## src/rtl/fetch_seq_pkg.sv

```systemverilog
// Shared types and constants for the fetch/execute sequencer.
package fetch_seq_pkg;

    localparam int unsigned DEF_PC_W    = 32;
    localparam int unsigned DEF_INSTR_W = 32;
    localparam int unsigned DEF_CNT_W   = 32;
    localparam int unsigned STATUS_W    = 3;

    typedef enum logic [1:0] {
        S_IDLE  = 2'd0,
        S_FETCH = 2'd1,
        S_EXEC  = 2'd2,
        S_DONE  = 2'd3
    } seq_state_t;

    localparam logic [STATUS_W-1:0] ST_NONE     = 3'd0;
    localparam logic [STATUS_W-1:0] ST_HALT     = 3'd1;
    localparam logic [STATUS_W-1:0] ST_LIMIT    = 3'd2;
    localparam logic [STATUS_W-1:0] ST_ABORT    = 3'd3;
    localparam logic [STATUS_W-1:0] ST_MISALIGN = 3'd4;

    // Word alignment test on the two byte-offset bits of a PC.
    function automatic logic pc_misaligned(input logic [1:0] i_lsb);
        return i_lsb != 2'b00;
    endfunction

endpackage

```

## src/rtl/fetch_exec_sequencer_iter_limit_counter.sv

```systemverilog
// Saturating iteration counter with a look-ahead limit/saturation hit flag.
module iter_limit_counter
    import fetch_seq_pkg::*;
#(
    parameter int unsigned CNT_W = DEF_CNT_W
) (
    input  logic             i_clk,
    input  logic             i_rst_n,
    input  logic             i_clear,
    input  logic             i_inc,
    input  logic [CNT_W-1:0] i_lim,
    output logic [CNT_W-1:0] o_count,
    output logic             o_hit_c
);

    logic [CNT_W-1:0] r_count;
    logic [CNT_W-1:0] w_count_inc;

    assign w_count_inc = (r_count == '1) ? r_count : r_count + CNT_W'(1);
    // Hit reflects the count the next increment would produce; lim of zero means unlimited.
    assign o_hit_c     = ((i_lim != '0) && (w_count_inc == i_lim)) || (w_count_inc == '1);
    assign o_count     = r_count;

    always_ff @(posedge i_clk or negedge i_rst_n) begin
        if (!i_rst_n) begin
            r_count <= '0;
        end else if (i_clear) begin
            r_count <= '0;
        end else if (i_inc) begin
            r_count <= w_count_inc;
        end
    end

endmodule

```

## src/rtl/fetch_exec_sequencer.sv

```systemverilog
// Host-controlled sequencer looping fetch -> execute with PC, iteration and exit-cause tracking.
module fetch_exec_sequencer
    import fetch_seq_pkg::*;
#(
    parameter int unsigned PC_W    = DEF_PC_W,
    parameter int unsigned INSTR_W = DEF_INSTR_W,
    parameter int unsigned CNT_W   = DEF_CNT_W
) (
    input  logic               ap_clk,
    input  logic               ap_rst_n,
    input  logic               ap_start,
    output logic               ap_done,
    output logic               ap_idle,
    output logic               ap_ready,
    input  logic [PC_W-1:0]    start_pc,
    input  logic [CNT_W-1:0]   max_iter,
    input  logic               abort,
    output logic               fetch_start,
    output logic [PC_W-1:0]    fetch_pc,
    input  logic               fetch_done,
    input  logic [INSTR_W-1:0] fetch_instr,
    output logic               exec_start,
    output logic [PC_W-1:0]    exec_pc,
    output logic [INSTR_W-1:0] exec_instr,
    input  logic               exec_done,
    input  logic [PC_W-1:0]    exec_next_pc,
    input  logic               exec_halt,
    output logic [CNT_W-1:0]   iter_count,
    output logic [PC_W-1:0]    final_pc,
    output logic [2:0]         status
);

    seq_state_t          r_state;
    seq_state_t          w_state_nxt;
    logic [STATUS_W-1:0] r_status;
    logic [STATUS_W-1:0] w_status_nxt;
    logic [PC_W-1:0]     r_pc;
    logic [PC_W-1:0]     r_final_pc;
    logic [INSTR_W-1:0]  r_instr;
    logic [CNT_W-1:0]    r_lim;
    logic                r_abort_pend;
    logic                r_ap_idle;
    logic                r_ap_done;
    logic                r_fetch_start;
    logic                r_exec_start;
    logic                w_accept;
    logic                w_fetch_fire;
    logic                w_exec_fire;
    logic                w_lim_hit;
    logic                w_abort_any;

    assign w_abort_any = abort || r_abort_pend;

    iter_limit_counter #(.CNT_W(CNT_W)) u_iter_cnt (
        .i_clk   (ap_clk),
        .i_rst_n (ap_rst_n),
        .i_clear (w_accept),
        .i_inc   (w_exec_fire),
        .i_lim   (r_lim),
        .o_count (iter_count),
        .o_hit_c (w_lim_hit)
    );

    always_ff @(posedge ap_clk or negedge ap_rst_n) begin
        if (!ap_rst_n) begin
            r_state <= S_IDLE;
        end else begin
            r_state <= w_state_nxt;
        end
    end

    // Next state, exit cause and handshake qualifiers.
    always_comb begin
        w_state_nxt  = r_state;
        w_status_nxt = r_status;
        w_accept     = 1'b0;
        w_fetch_fire = 1'b0;
        w_exec_fire  = 1'b0;
        case (r_state)
            S_IDLE: begin
                if (ap_start) begin
                    w_accept = 1'b1;
                    if (pc_misaligned(start_pc[1:0])) begin
                        w_state_nxt  = S_DONE;
                        w_status_nxt = ST_MISALIGN;
                    end else begin
                        w_state_nxt  = S_FETCH;
                        w_status_nxt = ST_NONE;
                    end
                end
            end
            S_FETCH: begin
                if (fetch_done) begin
                    w_fetch_fire = 1'b1;
                    if (w_abort_any) begin
                        w_state_nxt  = S_DONE;
                        w_status_nxt = ST_ABORT;
                    end else begin
                        w_state_nxt = S_EXEC;
                    end
                end
            end
            S_EXEC: begin
                if (exec_done) begin
                    w_exec_fire = 1'b1;
                    w_state_nxt = S_DONE;
                    if (exec_halt) begin
                        w_status_nxt = ST_HALT;
                    end else if (w_abort_any) begin
                        w_status_nxt = ST_ABORT;
                    end else if (pc_misaligned(exec_next_pc[1:0])) begin
                        w_status_nxt = ST_MISALIGN;
                    end else if (w_lim_hit) begin
                        w_status_nxt = ST_LIMIT;
                    end else begin
                        w_state_nxt = S_FETCH;
                    end
                end
            end
            S_DONE: begin
                w_state_nxt = S_IDLE;
            end
            default: begin
                w_state_nxt = S_IDLE;
            end
        endcase
    end

    // Datapath and registered handshake outputs decoded from the next state.
    always_ff @(posedge ap_clk or negedge ap_rst_n) begin
        if (!ap_rst_n) begin
            r_status      <= ST_NONE;
            r_pc          <= '0;
            r_final_pc    <= '0;
            r_instr       <= '0;
            r_lim         <= '0;
            r_abort_pend  <= 1'b0;
            r_ap_idle     <= 1'b1;
            r_ap_done     <= 1'b0;
            r_fetch_start <= 1'b0;
            r_exec_start  <= 1'b0;
        end else begin
            r_status      <= w_status_nxt;
            r_ap_idle     <= (w_state_nxt == S_IDLE);
            r_ap_done     <= (w_state_nxt == S_DONE);
            r_fetch_start <= (w_state_nxt == S_FETCH);
            r_exec_start  <= (w_state_nxt == S_EXEC);
            if (w_accept) begin
                r_pc         <= start_pc;
                r_lim        <= max_iter;
                r_abort_pend <= 1'b0;
            end else if (abort && ((r_state == S_FETCH) || (r_state == S_EXEC))) begin
                r_abort_pend <= 1'b1;
            end
            if (w_fetch_fire) begin
                r_instr <= fetch_instr;
            end
            if (w_exec_fire) begin
                r_pc       <= exec_next_pc;
                r_final_pc <= exec_next_pc;
            end
        end
    end

    assign ap_done     = r_ap_done;
    assign ap_ready    = r_ap_done;
    assign ap_idle     = r_ap_idle;
    assign fetch_start = r_fetch_start;
    assign fetch_pc    = r_pc;
    assign exec_start  = r_exec_start;
    assign exec_pc     = r_pc;
    assign exec_instr  = r_instr;
    assign final_pc    = r_final_pc;
    assign status      = r_status;

endmodule

```

## config.mk

```make
export PLATFORM = sky130hd
export DESIGN_NAME = fetch_exec_sequencer
export DESIGN_NICKNAME = d
export VERILOG_FILES = /design/src/rtl/fetch_seq_pkg.sv /design/src/rtl/fetch_exec_sequencer_iter_limit_counter.sv /design/src/rtl/fetch_exec_sequencer.sv
export SDC_FILE = /design/constraint.sdc
export NUM_CORES = 1
export LEC_CHECK = 0
export ABC_CLOCK_PERIOD_IN_PS = 3350
export BUFFER_PORTS_ARGS = -buffer_cell sky130_fd_sc_hd__buf_4
export CAP_MARGIN = 0
export CORE_MARGIN = 1
export CORE_UTILIZATION = 45
export DETAILED_ROUTE_END_ITERATION = 7
export PLACE_DENSITY = 0.75
export SKIP_CTS_REPAIR_TIMING = 1
export SLEW_MARGIN = 40
export SYNTH_ARGS = -nofsm -noshare
export SYNTH_HDL_FRONTEND = slang
export SYNTH_SLANG_ARGS = --single-unit
```

## constraint.sdc

```tcl
create_clock -name ap_clk -period 3.35 [get_ports ap_clk]
set_input_delay 0.1675 -clock ap_clk [delete_from_list [all_inputs] [get_ports ap_clk]]
set_output_delay 0.1675 -clock ap_clk [all_outputs]
set_load 0.02 [all_outputs]
```

==> summary.txt, run 1 <==
Job
  – Number of maximum-capacitance violations: 0

Finish
  – Post-route standard cell area excluding fillers: 13,860 sq um
  – Leading cell type in the layout, fill and taps excluded: buf_4
  – Final layout net count: 1,568
  – Share of layout cells above drive strength 1: 34.93%
  – Most frequent cells in the layout: buf_4, nand2_1, dfrtp_1
  – Post-layout utilization of the core: 70.28%
  – Layout overhead on the synthesized area: 50.76%

Min path
  – Tightest Hold Check Type: input port to flop

Worst setup path
  – Minimum setup slack among reg-to-reg paths: 0.12 ns
  – Sort of element at the end of the critical path: flop
  – Setup Crit Path Kind: flop to flop
  – Worst endpoint required time: 3.67 ns
  – Data arrival, critical path: 3.55 ns
  – Startpoint kind of the worst setup timing path: flop
  – Critical Path Fanout Max: 8

Global route
  – Vias in the first global route: 8,857
  – Overall routing resource usage: 31.49%
  – Global route total overflow: 0
  – Largest net degree at the start of global routing: 73
  – Antenna violations before repair: 3
  – First-pass GRT wire length: 50,470 um

Timing
  – Post-route fraction of the period consumed by the critical path: 96.46%
  – Worst rel slew slack: 49.60%
  – Hold WS: -0.0001195 ns
  – Setup skew after layout: 0.01232 ns
  – Shortest clock period the worst path allows after layout: 3.232 ns
  – Upper clock frequency limit: 309.4 MHz
  – Final Max Slew Viols: 0
  – Worst Max-Slew Pin Slew: 0.7560 ns
  – Count of endpoints failing hold in the final timing report: 1
  – Post-layout worst setup margin: 0.1184 ns
  – Setup violators final: 0
  – Setup total negative slack: 0 ns

Clock network
  – TritonCTS sink count: 170
  – Clock tree from TritonCTS: yes
  – Clock Pin Slew Worst Setup and Hold Paths: 0.07 ns
  – Clock latency on the worst-skew pair: 0.43 ns
  – Root Buffer: clkbuf_16
  – Clock tree buffer depth: 2
  – Total clock buffers created by CTS: 17
  – H-tree depth: 4

Detailed routing
  – Drt wl/cell: 20.80 um
  – Residual antenna-violating net count after detailed routing: 0
  – Final Routed Wirelength: 35,520 um
  – Vias per cell: 5.550
  – Length of the first detailed-routing pass in iterations: 6
  – Vias: 9,480
  – Final routed DRC violation total: 0
  – Drt first-iter violations: 857

Placed design
  – Post-detailed-placement half-perimeter wirelength: 25,450 um
  – Post-placement worst setup slack: 0.05001 ns
  – Number of buffers inserted by port buffering: 302
  – Post-placement cell area: 12,100 sq um
  – Weighted congestion reported at the end of routability-driven placement: 0.9975

Pwr
  – VDD IR-drop max: 0.0006123 V
  – Lkg Pwr: 0.006746 uW
  – Overall power consumption: 10,800 uW
  – Power per cell area: 779.3 nW/um^2

Yosys
  – Area share of the largest cell type after synthesis: 46.01%
  – Count of flip-flops with a built-in enable after synthesis: 0
  – Count of unique library cells instantiated by Yosys: 62
  – Largest cells by area after synthesis: dfrtp_1, nand2_1, mux2i_1
  – Syn Area/Cell: 9.182 sq um
  – Most used DFF post-synth: dfrtp_1
  – Net count after synthesis: 1,142
  – Post-synth design cell area: 9191 sq um
  – Asr flop ratio synth: 100.0%
  – Seq cells post-synth: 170
  – Warnings from Yosys: 0
  – Biggest area consumer among synthesized cells: dfrtp_1
  – Synth Instances: 1,001
  – Portion of the post-synthesis area used by sequential elements: 46.30%

Floorplanning
  – FP Rows: 51
  – Full die area: 21,000 sq um
  – # IOs: 303
  – Initial standard-cell utilization of the core: 46.61%
  – Die Height: 144.9 um
  – Placeable Area: 19,720 sq um
  – Chip Width: 144.9 um

Run status
  – Outcome: complete, but fails checks
  – Failing checks: hold timing
final timing paths:
| path | end | start | cells after the start |
|---|---|---|---|
| setup reg to reg | status[2] | u_iter_cnt.o_count[1] | 10 |
| hold / removal | exec_pc[1] | exec_next_pc[1] | 3 |
| max in group asynchronous | final_pc[11] | ap_rst_n | 3 |
| min in group asynchronous | u_iter_cnt.o_count[4] | ap_rst_n | 2 |
| setup / recovery | status[2] | u_iter_cnt.o_count[1] | 10 |
| hold reg to reg | final_pc[6] | final_pc[6] | 2 |
cell type report:
class | instances | area (sq um)
tap | 265 | 331.6
clock buffer | 18 | 439.2
multi-input combinational | 727 | 4561
timing repair buffer | 496 | 4030
fill | 1467 | 5861
antenna | 3 | 7.507
sequential | 170 | 4259
inverter | 15 | 56.30
clock inverter | 14 | 172.7
per-layer routing:
metal | routed length [um] | GRT usage, %
met5 | 0 | 0
met4 | 1170 | 10.43
met3 | 2525 | 5.786
met2 | 18160 | 55.17
met1 | 13660 | 38.90
stage by stage:
step,hold slack (ns),instances
2_1_floorplan,-0.1281,1001
3_3_place_gp,0.2377,1574
3_5_place_dp,0.2382,1574
4_1_cts,-0.2256,1606
5_1_grt,0.01333,1708
6_report,-0.0001195,1708
power breakdown:
group          internal, uW  switching, uW
Clock                  1090            987
Sequential             2880            750
Combinational          2180           2910
state kept, by name, summed over array words and instances (netlist names):
| name | count |
|---|---|
| final_pc | 32 |
| r_abort_pend | 1 |
| ap_idle | 1 |
| status | 3 |
| r_state | 2 |
| ap_done | 1 |
| fetch_start | 1 |
| exec_instr | 32 |
| exec_start | 1 |
| exec_pc | 32 |
| u_iter_cnt.o_count | 32 |
| r_lim | 32 |
cells by family after synthesis:
kind of cell,share of synthesized area [%]
simple gates,22.86
flops,46.30
compound gates,9.352
buf+inv,5.799
mux,8.304
xor+xnor,6.575
fa+ha+maj,0.8167
critical path, cell delays in order (launching register included):
cell and delay [ns]:
dfrtp_1 0.35, buf_4 0.17, nand4_1 0.13, or4_1 0.47, or3_1 0.44, a2111oi_4 0.39, o32ai_2 0.16, a211oi_1 0.24
nand4_1 0.20, a41oi_2 0.22, mux2_1 0.34
cells in the mapped netlist, types with 2 or more instances:
cell type / instances
nand2b_1: 5
nor4_1: 22
ha_1: 6
o211ai_1: 4
o31a_1: 2
nand2_1: 234
nand3_4: 2
mux2_2: 33
o21ai_0: 52
xor2_1: 35
and4_1: 11
or3_1: 15
or2_2: 2
a21oi_1: 23
nor2_1: 56
o32ai_1: 2
o22ai_1: 2
a41oi_1: 3
buf_1: 8
clkbuf_1: 35
and3_1: 14
nand3_1: 22
o31ai_1: 5
mux2i_1: 38
o2111ai_1: 3
xnor2_1: 34
a22oi_1: 3
and2_1: 8
inv_1: 15
a31oi_1: 6
buf_2: 12
nand4_1: 21
a2111oi_0: 4
nor2b_1: 7
buf_4: 34
o221ai_1: 4
nor3_1: 21
a211oi_1: 5
o21a_1: 2
dfrtp_1: 169
Note: power is estimated with default switching activity, not from simulation.
==> inputs of run 2 (changes only) <==
--- a/config.mk
+++ b/config.mk
@@ -5,13 +5,12 @@
 export SDC_FILE = /design/constraint.sdc
 export NUM_CORES = 1
 export LEC_CHECK = 0
-export ABC_CLOCK_PERIOD_IN_PS = 3350
+export ABC_CLOCK_PERIOD_IN_PS = 2760
 export BUFFER_PORTS_ARGS = -buffer_cell sky130_fd_sc_hd__buf_4
 export CAP_MARGIN = 0
 export CORE_MARGIN = 1
-export CORE_UTILIZATION = 45
+export CORE_UTILIZATION = 30
 export DETAILED_ROUTE_END_ITERATION = 7
-export PLACE_DENSITY = 0.75
 export SKIP_CTS_REPAIR_TIMING = 1
 export SLEW_MARGIN = 40
 export SYNTH_ARGS = -nofsm -noshare
==> constraint.sdc (replaced) <==
create_clock -name ap_clk -period 2.76 [get_ports ap_clk]
set_input_delay 0.138 -clock ap_clk [delete_from_list [all_inputs] [get_ports ap_clk]]
set_output_delay 0.138 -clock ap_clk [all_outputs]
set_load 0.02 [all_outputs]
==> summary.txt, run 2 (synthesized netlist as in run 1, its figures left out) <==
Floorplanning
  – Die Height: 177.0 um
  – FP Rows: 63
  – Full die area: 31,340 sq um
  – Chip Width: 177.0 um
  – Initial standard-cell utilization of the core: 30.77%
  – Placeable Area: 29,870 sq um
  – # IOs: 303

Pwr
  – Lkg Pwr: 0.007364 uW
  – Power per cell area: 882.3 nW/um^2
  – Overall power consumption: 13,320 uW
  – VDD IR-drop max: 0.0006487 V

Detailed routing
  – Drt first-iter violations: 544
  – Final routed DRC violation total: 0
  – Vias: 9,710
  – Vias per cell: 4.995
  – Drt wl/cell: 19.81 um
  – Residual antenna-violating net count after detailed routing: 0
  – Final Routed Wirelength: 38,500 um
  – Length of the first detailed-routing pass in iterations: 7

Clock network
  – TritonCTS sink count: 170
  – Root Buffer: clkbuf_16
  – H-tree depth: 4
  – Clock latency on the worst-skew pair: 0.44 ns
  – Clock tree buffer depth: 2
  – Total clock buffers created by CTS: 17
  – Clock Pin Slew Worst Setup and Hold Paths: 0.07 ns
  – Clock tree from TritonCTS: yes

Global route
  – Largest net degree at the start of global routing: 66
  – Global route total overflow: 0
  – First-pass GRT wire length: 55,200 um
  – Antenna violations before repair: 0
  – Overall routing resource usage: 23.65%
  – Vias in the first global route: 9,197

Worst setup path
  – Buf+Inv Stages, Crit Path: 0
  – Cell class contributing the biggest share of worst-path delay: simple AND/OR/NAND/NOR gates
  – Max incr delay on CP: 0.54 ns
  – Critical Path Fanout Max: 8
  – Startpoint kind of the worst setup timing path: flop
  – Sort of element at the end of the critical path: flop
  – Worst path most repeated cell: nand4_1
  – Setup Crit Path Kind: flop to flop
  – Slowest cell on crit path: or4_4
  – Cells traversed along the worst timing path: nand4_1 -> or4_4 -> or3_4 -> a2111oi_4 -> o32ai_2 -> a211oi_2 -> nand4_1 -> a41oi_2 -> mux2_1
  – Worst endpoint required time: 3.08 ns
  – Data arrival, critical path: 3.45 ns

Placed design
  – Number of buffers inserted by port buffering: 302
  – Post-placement worst setup slack: -0.5463 ns
  – Weighted congestion reported at the end of routability-driven placement: 0.9842
  – Placed instance count: 1,796
  – Post-detailed-placement half-perimeter wirelength: 29,240 um

Timing
  – Setup violators final: 7
  – Setup skew after layout: 0.01414 ns
  – Post-layout worst setup margin: -0.3693 ns
  – Worst rel slew slack: 57.57%
  – RSZ-0062 raised after global routing: yes
  – Count of endpoints failing hold in the final timing report: 10
  – Upper clock frequency limit: 319.6 MHz
  – Final Max Slew Viols: 0
  – Post-route fraction of the period consumed by the critical path: 113.4%
  – Shortest clock period the worst path allows after layout: 3.129 ns
  – Hold WS: -0.01323 ns
  – Worst Max-Slew Pin Slew: 0.6365 ns

Finish
  – Most frequent cells in the layout: buf_4, nand2_1, dfrtp_1
  – Layout overhead on the synthesized area: 64.23%
  – Finished Layout Cells: 1,944
  – Number of inserted diodes: 0
  – Leading cell type in the layout, fill and taps excluded: buf_4
  – Share of layout cells above drive strength 1: 41.89%
  – Post-layout utilization of the core: 50.53%
  – Final layout net count: 1,682
  – Filler Cell Count: 2,759

Min path
  – Tightest Hold Check Type: input port to flop

Run status
  – Outcome: complete, but fails checks
  – Failing checks: hold timing, setup timing

Job
  – Number of maximum-capacitance violations: 0
[run 2: cell types whose count changed in the layout (fill, tap and decap cells not counted), sizes merged]
cell / before / now
diode: 3 / 0
clkbuf: 18 / 17
dlygate4sd3: 96 / 102
inv: 22 / 21
clkinvlp: 1 / 2
bufinv: 1 / 2
buf: 400 / 508
[run 2: worst paths after layout]
kind / start / to / slack, ns / cells past startpoint
setup / recovery: u_iter_cnt.o_count[7] / status[2] / -0.37 / 9
hold / removal: start_pc[24] / exec_pc[24] / -0.01 / 3
setup reg to reg: u_iter_cnt.o_count[7] / status[2] / -0.37 / 9
hold reg to reg: final_pc[8] / final_pc[8] / 0.48 / 2
max in group asynchronous: ap_rst_n / r_lim[26] / 1.73 / 3
min in group asynchronous: ap_rst_n / u_iter_cnt.o_count[10] / 0.24 / 2
[run 2: worst reg2reg max path: stages, from the launching register on]
cell and delay (ns):
dfrtp_2 0.44, nand4_1 0.21, or4_4 0.54, or3_4 0.39, a2111oi_4 0.31, o32ai_2 0.13
a211oi_2 0.21, nand4_1 0.17, a41oi_2 0.26, mux2_1 0.34
[run 2: area by class of cell]
type | count | area (sq um) | area share (%)
clock buffer | 17 | 425.4 | 2.818
clock inverter | 15 | 161.4 | 1.069
multi-input combinational | 727 | 4785 | 31.70
timing repair buffer | 610 | 4907 | 32.51
inverter | 15 | 56.30 | 0.3730
sequential | 170 | 4272 | 28.30
tap | 390 | 488.0 | 3.233
[run 2: routing by layer]
metal	global-route usage, %	wire (um)	vias up	share of wire (%)
li1	-	-	4519	-
met1	29.45	15590	4769	40
met2	40.89	19770	375	51
met3	5.090	2341	47	6.1
met4	6.609	798	0	2.1
met5	0	0	-	0
[run 2: power by group]
| group | internal, uW | switching (uW) | total [uW] |
|---|---|---|---|
| Combinational | 2820 | 3600 | 6410 |
| Sequential | 3500 | 910 | 4410 |
| Clock | 1350 | 1140 | 2500 |
| Total | 7670 | 5650 | 13300 |
[run 2: through the flow]
| step | instance area, sq um | hold slack, ns | setup TNS (ns) |
|---|---|---|---|
| final | 15090 | -0.01323 | -1.641 |
| after global routing | 15090 | 0.003377 | -2.464 |
| after detailed placement | 13060 | 0.1626 | -2.837 |
| after CTS | 13650 | -0.3192 | -3.066 |
| after global placement | 13060 | 0.1588 | -2.469 |
| after floorplan | 9320 | -0.1576 | -0.1802 |
